$ cat config.mk
export PLATFORM = sky130hd
export DESIGN_NAME = param_sync_fifo
export DESIGN_NICKNAME = d
export VERILOG_FILES = /design/src/rtl/param_sync_fifo.sv
export SDC_FILE = /design/constraint.sdc
export NUM_CORES = 1
export LEC_CHECK = 0
export CELL_PAD_IN_SITES_DETAIL_PLACEMENT = 1
export CELL_PAD_IN_SITES_GLOBAL_PLACEMENT = 2
export CORE_UTILIZATION = 41
export CTS_CLUSTER_SIZE = 14
export DETAILED_ROUTE_END_ITERATION = 16
export GPL_TIMING_DRIVEN = 0
export HOLD_SLACK_MARGIN = 0.03
export PLACE_DENSITY_LB_ADDON = 0.1
export REMOVE_ABC_BUFFERS = 1
export SYNTH_ARGS = -nofsm -noshare
export SYNTH_HDL_FRONTEND = slang
export SYNTH_SLANG_ARGS = --single-unit
$ cat constraint.sdc
create_clock -name clk -period 2.6 [get_ports clk]
set_input_delay 0.52 -clock clk [delete_from_list [all_inputs] [get_ports clk]]
set_output_delay 0.52 -clock clk [all_outputs]
set_load 0.03 [all_outputs]
$ cat src/rtl/param_sync_fifo.sv
// param_sync_fifo: parametrised single-clock FIFO.
// Features: exact occupancy level, programmable almost-full/almost-empty
// thresholds, sticky overflow/underflow flags, and a registered read port.
// Optional feature macro: PARAM_SYNC_FIFO_FWFT_EN selects first-word-fall-through
// reads (combinational head word, rd_valid tied low). When it is undefined,
// reads are registered and rd_valid marks a freshly popped word.
module param_sync_fifo #(
    parameter int WIDTH     = 8,
    parameter int DEPTH     = 16,
    parameter int AF_THRESH = DEPTH - 2,
    parameter int AE_THRESH = 2
) (
    input  logic                       clk,
    input  logic                       rst_n,
    input  logic                       wr_en,
    input  logic [WIDTH-1:0]           wr_data,
    input  logic                       rd_en,
    output logic [WIDTH-1:0]           rd_data,
    output logic                       rd_valid,
    output logic                       full,
    output logic                       empty,
    output logic                       almost_full,
    output logic                       almost_empty,
    output logic [$clog2(DEPTH):0]     level,
    output logic                       overflow,
    output logic                       underflow,
    input  logic                       err_clr
);

    localparam int AW = $clog2(DEPTH);
    localparam int LW = AW + 1;

    localparam logic [LW-1:0] DEPTH_L = LW'(DEPTH);
    localparam logic [LW-1:0] AF_L    = LW'(AF_THRESH);
    localparam logic [LW-1:0] AE_L    = LW'(AE_THRESH);

    // Storage array; deliberately not reset so it can map onto RAM.
    logic [WIDTH-1:0] mem [DEPTH];

    logic [AW-1:0] wptr_q, wptr_d;
    logic [AW-1:0] rptr_q, rptr_d;
    logic [LW-1:0] level_q, level_d;
    logic          overflow_q, overflow_d;
    logic          underflow_q, underflow_d;

    logic wa;
    logic ra;

    // Status flags decode only the level register, so they never glitch.
    assign full         = (level_q == DEPTH_L);
    assign empty        = (level_q == '0);
    assign almost_full  = (level_q >= AF_L);
    assign almost_empty = (level_q <= AE_L);
    assign level        = level_q;
    assign overflow     = overflow_q;
    assign underflow    = underflow_q;

    // Requests are qualified against the pre-edge full/empty state.
    assign wa = wr_en & ~full;
    assign ra = rd_en & ~empty;

    // Next-state for pointers, occupancy and sticky error flags.
    always_comb begin
        wptr_d      = wptr_q;
        rptr_d      = rptr_q;
        level_d     = level_q;
        overflow_d  = overflow_q;
        underflow_d = underflow_q;

        if (wa) begin
            wptr_d = wptr_q + AW'(1);
        end
        if (ra) begin
            rptr_d = rptr_q + AW'(1);
        end

        case ({wa, ra})
            2'b10:   level_d = level_q + LW'(1);
            2'b01:   level_d = level_q - LW'(1);
            default: level_d = level_q;
        endcase

        // A new error in the same cycle as err_clr keeps the flag set.
        if (err_clr) begin
            overflow_d  = 1'b0;
            underflow_d = 1'b0;
        end
        if (wr_en && full) begin
            overflow_d = 1'b1;
        end
        if (rd_en && empty) begin
            underflow_d = 1'b1;
        end
    end

    // Control state registers with asynchronous active-low reset.
    always_ff @(posedge clk or negedge rst_n) begin
        if (!rst_n) begin
            wptr_q      <= '0;
            rptr_q      <= '0;
            level_q     <= '0;
            overflow_q  <= 1'b0;
            underflow_q <= 1'b0;
        end else begin
            wptr_q      <= wptr_d;
            rptr_q      <= rptr_d;
            level_q     <= level_d;
            overflow_q  <= overflow_d;
            underflow_q <= underflow_d;
        end
    end

    // Memory write port; only accepted writes touch the array.
    always_ff @(posedge clk) begin
        if (wa) begin
            mem[wptr_q] <= wr_data;
        end
    end

`ifdef PARAM_SYNC_FIFO_FWFT_EN
    // Head word is presented directly; consumers treat !empty as valid.
    assign rd_data  = mem[rptr_q];
    assign rd_valid = 1'b0;
`else
    logic [WIDTH-1:0] rd_data_q, rd_data_d;
    logic             rd_valid_q, rd_valid_d;

    // Capture the head word on an accepted read, otherwise hold it.
    always_comb begin
        rd_data_d  = rd_data_q;
        rd_valid_d = ra;
        if (ra) begin
            rd_data_d = mem[rptr_q];
        end
    end

    // Registered read outputs.
    always_ff @(posedge clk or negedge rst_n) begin
        if (!rst_n) begin
            rd_data_q  <= '0;
            rd_valid_q <= 1'b0;
        end else begin
            rd_data_q  <= rd_data_d;
            rd_valid_q <= rd_valid_d;
        end
    end

    assign rd_data  = rd_data_q;
    assign rd_valid = rd_valid_q;
`endif

endmodule

==> results.tsv, run 1 <==
stage	metric	value	unit
synth	async_reset_ff_frac	0.158	
routing	via_per_inst	5.48	
placed_design	hpwl	8230	um
clock_tree	cts_buffer_depth	2	
global_route	grtUsageMet1	0.234	
synth	synth_area_leader_cell	edfxtp_1	
worst_setup_path	crit_type	reg -> reg	
power	powerDensity	1130	mW/mm2
clock_tree	cts.sinks	152	
synth	yosys_warnings	0	
synth	avgSynthCellArea	18.9	um2
timing	worst_pin_slew	1.09	ns
routing	drtIter0Drc	200	
timing	skew	0.00845	ns
floorplanning	die_y	125	um
clock_tree	cts-hold-fix-buffers	0	
worst_setup_path	worstPathArrival	2.96	ns
floorplanning	design.core.area	0.0146	mm2
global_route	antenna_found_initial	0	
worst_setup_path	worstPathRequired	2.89	ns
clock_tree	clk_latency	0.42	ns
global_route	met2_usage	0.296	
synth	ys_seq_elements	152	
synth	seq_area_frac_synth	0.715	
cells_and_area	drive_gt1_frac	0.293	
synth	syn_area	0.00621	mm2
floorplanning	fp.dieArea	0.0157	mm2
timing	slew_viol_final	0	
cells_and_area	final_nets	395	
hold_path	hold_path.class	in -> async	
timing	period_share	1.03	
routing	drtPass1Iterations	12	
timing	relSlewSlack	0.271	
global_route	grt_use_met3	0.0377	
synth	synthTopCellsByCount	edfxtp_1 (128), mux4_2 (32), dfrtp_1 (24), nand2_1 (21)	
global_route	busiest_layer	met2	
worst_setup_path	slowest_delay	0.56	ns
power	leakagePower	0.00253	uW
power	total_power	8390	uW
global_route	gr-total-overflow	0	
global_route	grt_pass1_wl	19900	um
floorplanning	die_w	125	um
worst_setup_path	crit_fanout	8	
timing	worst_slack	-0.0729	ns
routing	drc	0	
timing	setup_viol	1	
synth	yosysTopAreaCellShare	0.619	
status	violations	setup timing	
status	status	finished, violations left	
cells_and_area	syn_to_final_growth	19.6	%
clock_tree	clk_pin_slew	0.06	ns
floorplanning	io_pins	33	
timing	rsz0062_at_grt	true	
worst_setup_path	critical_path.startpoint_type	flip-flop	
floorplanning	initial_core_util	0.424	
worst_setup_path	cpMaxStageDelayCell	or4_4	
synth	synth_flop_cell	edfxtp_1	
global_route	grt_usage	0.179	
timing	fin_tns_setup	-0.0729	ns
placed_design	routabilityCongestion	0.708	
worst_setup_path	end_kind	flip-flop	
floorplanning	rows	44	
global_route	grt_max_degree	34	
synth	synthTopCellsByArea	edfxtp_1 (62%), mux4_2 (12%), dfrtp_1 (9.7%)	
clock_tree	clockRootBuffer	clkbuf_16	
synth	synth_edf_count	128	
clock_tree	cts_buffers	17	
cells_and_area	final_util	0.508	
clock_tree	htree_num_levels	4	
global_route	grt_pass1_vias	3393	
timing	period_minus_slack	2.67	ns
routing	wl_per_cell	22.8	um
cells_and_area	diodes	0	
timing	hold_viol_final	0	
placed_design	dpl-instance-area	0.00671	mm2
routing	via_count	3123	
worst_setup_path	crit_chain	or4_4, o21ai_4, clkinv_4, ha_4, xor2_2, ha_2, o21ai_2, o22ai_2, a2111oi_4, a211oi_2	
synth	synth.distinct_cells	42	
cells_and_area	nFillCells	1332	
routing	drtAntennaViolNets	0	
flow_run	maxCapViolCount	0	
cells_and_area	fin_area	0.00743	mm2
clock_tree	cts_tree	yes	
power	ir_worst_vdd	503	uV
synth	synth_most_common_cell	edfxtp_1	
routing	wl	13000	um
timing	max_clock_freq	374	MHz
placed_design	portBuffers	32	
synth	synthCells	329	
per-stage QoR:
stage / setup slack (ns) / hold slack, ns / std cells
final: -0.0729 / 0.123 / 570
after global placement: -0.755 / 0.478 / 526
after detailed placement: -0.792 / 0.494 / 528
after CTS: -0.0821 / 0.508 / 566
after floorplan: -0.446 / 0.224 / 310
after global routing: -0.169 / 0.158 / 570
power by group:
part           total, uW  internal, uW  switching [uW]
sequential          3600          3030             572
clock               2320          1340             976
combinational       2470          1260            1210
routing by layer:
layer | part of all wire | wire length, um
met1 | 0.46 | 5970
met2 | 0.50 | 6550
met3 | 0.024 | 307
met4 | 0.014 | 184
met5 | 0 | 0
cell usage in the layout (no fill, tap or decap), drive strengths merged, types with 3 or more instances in the layout:
master	count
clkdlybuf4s50	28
mux4	32
o21ai	4
nor3	4
clkbuf	18
ha	9
nor2	16
dfrtp	24
buf	13
xnor2	6
o221ai	8
edfxtp	128
nand2	22
xor2	3
nor2b	4
clkinvlp	6
nand2b	5
inv	8
mux2i	16
dlygate4sd2	3
clkinv	5
critical path: cells and delay by family (launching register included):
family	cells	cell delay, ns
adder cells (fa/ha/maj)	2	0.40
XOR/XNOR	1	0.15
flip-flops	1	0.43
AO/OA/AOI/OAI	5	0.93
buffers and inverters	1	0.08
AND/OR/NAND/NOR	1	0.56
repair_timing:
item / in CTS / in global routing
setup buffers: 6 / 4
pin swaps: 2 / 6
gates resized for setup: 17 / 9
endpoints found under the setup margin: 47 / 3
final timing paths:
kind                       startpoint    endpoint  slack (ns)  cells after the start
hold reg to reg            rd_data[3]  rd_data[3]        0.50                      2
max in group asynchronous       rst_n   rptr_q[3]        2.03                      1
hold / removal                  rst_n    level[3]        0.12                      1
setup reg to reg             level[1]    level[4]       -0.07                     10
setup / recovery             level[1]    level[4]       -0.07                     10
min in group clk           rd_data[3]  rd_data[3]        0.50                      2
final cells by class:
cell class | instances | area (um2) | area share
sequential | 152 | 4450 | 0.599
multi-input combinational | 152 | 1740 | 0.233
clock buffer | 18 | 439 | 0.0591
timing repair buffer | 44 | 425 | 0.0572
tap | 184 | 230 | 0.0310
clock inverter | 14 | 124 | 0.0167
inverter | 6 | 27.5 | 0.00370
kinds of logic after synthesis:
family                   count (synthesis)  share of synthesized area
adder cells (fa/ha/maj)                  9                     0.0181
buffers and inverters                   25                     0.0203
XOR/XNOR                                 9                     0.0127
flip-flops                             152                      0.715
AO/OA/AOI/OAI                           28                     0.0451
multiplexers                            49                      0.144
AND/OR/NAND/NOR                         57                     0.0449
registers in the layout (all words and copies together) (netlist names):
register and cells:
mem 128, rd_data 8, level 5, rptr_q 4, wptr_q 4, overflow 1, rd_valid 1, underflow 1
Power figures use the tool's default switching activity.
==> inputs of run 2 (changes only) <==
- CORE_MARGIN: not set -> 2
- SKIP_CTS_REPAIR_TIMING: not set -> 1
- SKIP_LAST_GASP: not set -> 1
==> run 2 against run 1 <==
Compared with the run above:
- the run still ends with setup timing left
- clock-buffer cell count increased by 1
- sequential power decreased by 4%
- sequential share of layout area increased by 0.56 points
==> results.tsv, run 2 (same netlist as run 1, synthesis figures left out) <==
stage	metric	value	unit	change
status	status	finished, violations left		unchanged
status	violations	setup timing		unchanged
timing	max_clock_freq	371	MHz	was 374 MHz
timing	hold_viol_final	0		unchanged
worst_setup_path	worstReg2RegStart	level[1]		unchanged
global_route	grt_max_degree	34		unchanged
clock_tree	clockRootBuffer	clkbuf_16		unchanged
cells_and_area	syn_to_final_growth	18.5	%	was 19.6%
cells_and_area	top_register	mem		unchanged
worst_setup_path	crit_chain	or4_4, o21ai_4, clkinv_4, ha_4, ha_1, o21ai_1, o22ai_1, a2111oi_2, a211oi_1		was or4_4, o21ai_4, clkinv_4, ha_4, xor2_2, ha_2, o21ai_2, o22ai_2, a2111oi_4, a211oi_2
cells_and_area	final_common_cell	edfxtp_1		unchanged
floorplanning	rows	44		unchanged
routing	wl_per_cell	22.9	um	was 22.8 um
timing	relSlewSlack	0.223		was 0.271
worst_setup_path	worstPathRequired	2.92	ns	was 2.89 ns
worst_setup_path	crit_type	reg -> reg		unchanged
worst_setup_path	cpMaxStageDelayCell	or4_4		unchanged
placed_design	dp.cells	529		was 528
hold_path	hold_path.class	in -> async		unchanged
routing	wl	13100	um	was 13000 um
routing	drc	0		unchanged
floorplanning	fp.dieArea	0.0162	mm2	was 0.0157 mm2
cells_and_area	drive_gt1_frac	0.275		was 0.293
cells_and_area	diodes	0		unchanged
global_route	antenna_found_initial	0		unchanged
routing	drtPass1Iterations	4		was 12
clock_tree	htree_num_levels	4		unchanged
cells_and_area	final_util	0.503		was 0.508
worst_setup_path	reg2reg_to	level[4]		unchanged
clock_tree	cts_buffers	17		unchanged
timing	worst_slack	-0.0926	ns	was -0.0729 ns
floorplanning	die_y	127	um	was 125 um
placed_design	hpwl	8240	um	was 8230 um
cells_and_area	largest_reg_flops	128		unchanged
worst_setup_path	reg2reg_slack	-0.09	ns	was -0.07 ns
worst_setup_path	cp-startpoint	level[1]		unchanged
timing	period_minus_slack	2.69	ns	was 2.67 ns
power	powerDensity	1120	mW/mm2	was 1130 mW/mm2
worst_setup_path	end_kind	flip-flop		unchanged
global_route	grt_pass1_vias	3317		was 3393
timing	timing.hold.ws	0.114	ns	was 0.123 ns
clock_tree	clk_pin_slew	0.06	ns	about the same
worst_setup_path	critPathCapture	level[4]		unchanged
clock_tree	cts.sinks	152		unchanged
clock_tree	cts_buffer_depth	2		unchanged
global_route	grt_usage	0.175		was 0.179
timing	period_share	1.04		was 1.03
global_route	gr-total-overflow	0		unchanged
floorplanning	io_pins	33		unchanged
worst_setup_path	worstPathArrival	3.02	ns	was 2.96 ns
worst_setup_path	reg2reg_depth	9		was 10
routing	drtAntennaViolNets	0		unchanged
worst_setup_path	slowest_delay	0.56	ns	about the same
floorplanning	die_w	127	um	was 125 um
clock_tree	cts_tree	yes		unchanged
power	leakagePower	0.00256	uW	was 0.00253 uW
timing	rsz0062_at_grt	true		unchanged
global_route	grt_pass1_wl	20400	um	was 19900 um
timing	skew	0.0148	ns	was 0.00845 ns
clock_tree	clk_latency	0.42	ns	about the same
placed_design	portBuffers	32		unchanged
timing	slew_viol_final	0		unchanged
worst_setup_path	crit_fanout	8		unchanged
routing	via_per_inst	5.43		was 5.48
floorplanning	initial_core_util	0.424		unchanged
power	ir_worst_vdd	505	uV	was 503 uV
timing	setup_viol	1		unchanged
cells_and_area	fin_cells	570		unchanged
cells_and_area	final_nets	395		unchanged
routing	drtIter0Drc	224		was 200
worst_setup_path	critical_path.startpoint_type	flip-flop		unchanged
cells_and_area	final_cell_mix	edfxtp_1 (128), mux4_2 (32), clkdlybuf4s50_1 (28)		unchanged
floorplanning	design.core.area	0.0146	mm2	unchanged
routing	via_count	3093		was 3123
flow_run	maxCapViolCount	0		unchanged
placed_design	routabilityCongestion	0.669		was 0.708
timing	worst_pin_slew	1.17	ns	was 1.09 ns
==> run 2: changes by cell type in the layout (fill, tap and decap cells not counted), moves of 3 or more <==
cell	change
clkinv_2	+4
dlygate4sd2_1	-3
dlymetal6s2s_1	+3
clkinvlp_4	-4
==> run 2: cell type report <==
type	count	area (um2)
Clock buffer	19	433
Clock inverter	13	78.8
Fill cell	1343	7280
Inverter	6	27.5
Multi-Input combinational cell	152	1700
Sequential cell	152	4450
Tap cell	184	230
Timing Repair Buffer	44	442
==> run 2: critical path: cells and delay by family (launching register included) <==
kind / cells / cell delay, ns
compound gates: 5 / 0.93
fa+ha+maj: 2 / 0.57
buf+inv: 1 / 0.08
flops: 1 / 0.46
simple gates: 1 / 0.56
==> run 2: power breakdown <==
group          total [uW]  internal (uW)  switching [uW]
clock network        2170           1210             960
logic                2610           1250            1360
registers            3440           3030             409
==> run 2: layer usage <==
metal | GRT usage | up-vias | routed length [um]
met5 | 0 | - | 0
met4 | 0.0543 | 0 | 145
met3 | 0.0394 | 13 | 427
met2 | 0.288 | 55 | 6520
met1 | 0.236 | 1635 | 5980
li1 | - | 1390 | -
==> run 2: metrics by stage <==
stage / setup TNS, ns / area (um2) / power [uW] / worst slack [ns]
final: -0.0926 / 7360 / 8220 / -0.0926
after global placement: -38.75 / 6660 / 5920 / -0.759
after global routing: -0.421 / 7360 / 8650 / -0.263
after floorplan: -0.793 / 6110 / 5050 / -0.446
after CTS: -7.63 / 7240 / 8210 / -0.793
after detailed placement: -29.81 / 6730 / 6020 / -0.765
==> run 2: how the worst min path moves through the flow <==
| stage | startpoint | endpoint | slack, ns | depth (start not counted) |
|---|---|---|---|---|
| detailed placement | rd_data[0] | rd_data[0] | 0.49 | 2 |
| finish | rst_n | wptr_q[1] | 0.11 | 1 |
| global placement | rd_data[4] | rd_data[4] | 0.48 | 2 |
| CTS | rd_data[1] | rd_data[1] | 0.51 | 2 |
| global route | rst_n | wptr_q[1] | 0.15 | 1 |
| floorplan | rst_n | level[0] | 0.22 | 0 |
==> inputs of run 3 (changes only) <==
- CORE_ASPECT_RATIO: not set -> 1.2
- SETUP_SLACK_MARGIN: not set -> 0.3
==> run 3 against run 2 <==
Compared with the run above:
- the run still ends with setup timing left
- combinational power fell by 2%
- sequential share of layout area fell by 1.6 points
- register-to-register slack lost 0.02 ns
- maximum frequency down 0.74%
- clock-buffer cell count is 2 lower
- cell count is 4.4% higher
- final area is 2.8% higher
- hold slack improved by 0.0046 ns
- largest cell class unchanged
- largest power group unchanged
==> results.tsv, run 3 (same netlist as run 1, synthesis figures left out) <==
stage	metric	value	unit	change
timing	max_clock_freq	369	MHz	was 371 MHz
routing	drtIter0Drc	214		was 224
floorplanning	die_y	139	um	was 127 um
routing	drtPass1Iterations	4		unchanged
power	leakagePower	0.00260	uW	was 0.00256 uW
clock_tree	htree_num_levels	4		unchanged
power	p_comb_frac	0.300		was 0.317
routing	wl_per_cell	21.4	um	was 22.9 um
floorplanning	design.core.area	0.0149	mm2	was 0.0146 mm2
power	p_int	5810	uW	was 5490 uW
clock_tree	cts_buffers	17		unchanged
clock_tree	cts.sinks	152		unchanged
clock_tree	clk_latency	0.43	ns	was 0.42 ns
clock_tree	clockRootBuffer	clkbuf_16		unchanged
worst_setup_path	critical_path.startpoint_type	flip-flop		unchanged
worst_setup_path	end_kind	flip-flop		unchanged
power	p_seq_frac	0.408		was 0.419
floorplanning	die_w	116	um	was 127 um
power	p_sw	2740	uW	was 2720 uW
power	powerDensity	1130	mW/mm2	was 1120 mW/mm2
cells_and_area	nFillCells	1373		was 1343
routing	wl	12700	um	was 13100 um
cells_and_area	syn_to_final_growth	21.8	%	was 18.5%
timing	setup_viol	3		was 1
timing	rsz0062_at_grt	true		unchanged
power	ir_worst_vdd	570	uV	was 505 uV
hold_path	hold_path.class	in -> async		unchanged
global_route	antenna_found_initial	0		unchanged
placed_design	hpwl	8150	um	was 8240 um
routing	via_per_inst	5.22		was 5.43
cells_and_area	final_cell_mix	edfxtp_1 (128), mux4_2 (32), clkdlybuf4s50_1 (28)		unchanged
cells_and_area	drive_gt1_frac	0.327		was 0.275
cells_and_area	top_register	mem		unchanged
timing	period_minus_slack	2.71	ns	was 2.69 ns
floorplanning	io_pins	33		unchanged
routing	drtAntennaViolNets	0		unchanged
floorplanning	fp.dieArea	0.0162	mm2	about the same
placed_design	routabilityCongestion	0.724		was 0.669
timing	relSlewSlack	0.173		was 0.223
cells_and_area	diodes	0		unchanged
worst_setup_path	worstPathArrival	3.00	ns	was 3.02 ns
timing	fin_tns_setup	-0.244	ns	was -0.0926 ns
timing	worst_slack	-0.113	ns	was -0.0926 ns
timing	hold_viol_final	0		unchanged
cells_and_area	multiInputGateArea	0.00176	mm2	was 0.00170 mm2
global_route	grt_usage	0.172		was 0.175
floorplanning	rows	49		was 44
cells_and_area	final_nets	400		was 395
cells_and_area	largest_reg_flops	128		unchanged
power	total_power	8550	uW	was 8220 uW
timing	skew	0.0174	ns	was 0.0148 ns
routing	via_count	3106		was 3093
power	swShare	0.321		was 0.332
timing	period_share	1.04		about the same
worst_setup_path	worstPathRequired	2.89	ns	was 2.92 ns
clock_tree	clk_pin_slew	0.06	ns	about the same
placed_design	post-place-ws	-0.745	ns	was -0.765 ns
cells_and_area	fin_area	0.00757	mm2	was 0.00736 mm2
placed_design	dpl-instance-area	0.00676	mm2	was 0.00673 mm2
power	p_clk_frac	0.293		was 0.264
placed_design	portBuffers	32		unchanged
cells_and_area	final_common_cell	edfxtp_1		unchanged
clock_tree	cts_tree	yes		unchanged
status	violations	setup timing		unchanged
global_route	grt_pass1_vias	3343		was 3317
floorplanning	initial_core_util	0.417		was 0.424
cells_and_area	seq_area	0.00446	mm2	was 0.00445 mm2
flow_run	maxCapViolCount	0		unchanged
global_route	grt_max_degree	33		was 34
status	status	finished, violations left		unchanged
global_route	grt_pass1_wl	19800	um	was 20400 um
timing	slew_viol_final	0		unchanged
clock_tree	cts_buffer_depth	2		unchanged
timing	worst_pin_slew	1.24	ns	was 1.17 ns
global_route	gr-total-overflow	0		unchanged
worst_setup_path	crit_fanout	8		unchanged
routing	drc	0		unchanged
worst_setup_path	crit_type	reg -> reg		unchanged
-- run 3: cell types whose count changed in the layout (fill, tap and decap cells not counted), sizes merged --
cell	before	now
clkbuf	19	18
bufinv	0	3
clkinv	9	8
dlymetal6s2s	3	2
buf	13	18
-- run 3: power groups by stage --
stage               sequential (uW)  combinational, uW  clock (uW)
floorplan                      3700               1350           0
detailed placement             3540               2440           0
global route                   3550               2800        2640
finish                         3490               2560        2500
CTS                            3490               2440        2560
global placement               3710               2180           0
-- run 3: critical path, cell delays in order, from the launching register on --
cell	delay, ns
dfrtp_2	0.44
or4_4	0.57
o21ai_4	0.30
clkinv_4	0.11
ha_4	0.21
ha_2	0.39
o211a_1	0.17
a211oi_2	0.05
a2111oi_2	0.28
a211oi_1	0.07
-- run 3: cell type report --
type	instances	area share
tap	204	0.0337
multi-input combinational	152	0.233
clock buffer	17	0.0562
timing repair buffer	49	0.0623
clock inverter	15	0.0231
sequential	152	0.588
inverter	6	0.00364
-- run 3: path summary, 6_finish.rpt --
| path | start | to | slack [ns] | cells after the start |
|---|---|---|---|---|
| hold reg to reg | rd_data[7] | rd_data[7] | 0.49 | 2 |
| setup / recovery | level[0] | level[4] | -0.11 | 9 |
| max in group asynchronous | rst_n | rptr_q[2] | 2.00 | 1 |
| hold / removal | rst_n | rd_data[4] | 0.12 | 1 |
| setup reg to reg | level[0] | level[4] | -0.11 | 9 |
| min in group clk | rd_data[7] | rd_data[7] | 0.49 | 2 |
-- run 3: stage by stage --
| step | std cells | hold slack (ns) | utilization |
|---|---|---|---|
| floorplan | 310 | 0.224 | - |
| global placement | 546 | 0.488 | 0.449 |
| detailed placement | 549 | 0.482 | 0.454 |
| CTS | 581 | 0.504 | 0.494 |
| global route | 595 | 0.157 | 0.508 |
| finish | 595 | 0.119 | 0.508 |
-- run 3: layer usage --
| metal | GRT usage | part of all wire |
|---|---|---|
| met1 | 0.222 | 0.43 |
| met2 | 0.282 | 0.52 |
| met3 | 0.0437 | 0.028 |
| met4 | 0.0620 | 0.015 |
| met5 | 0 | 0 |
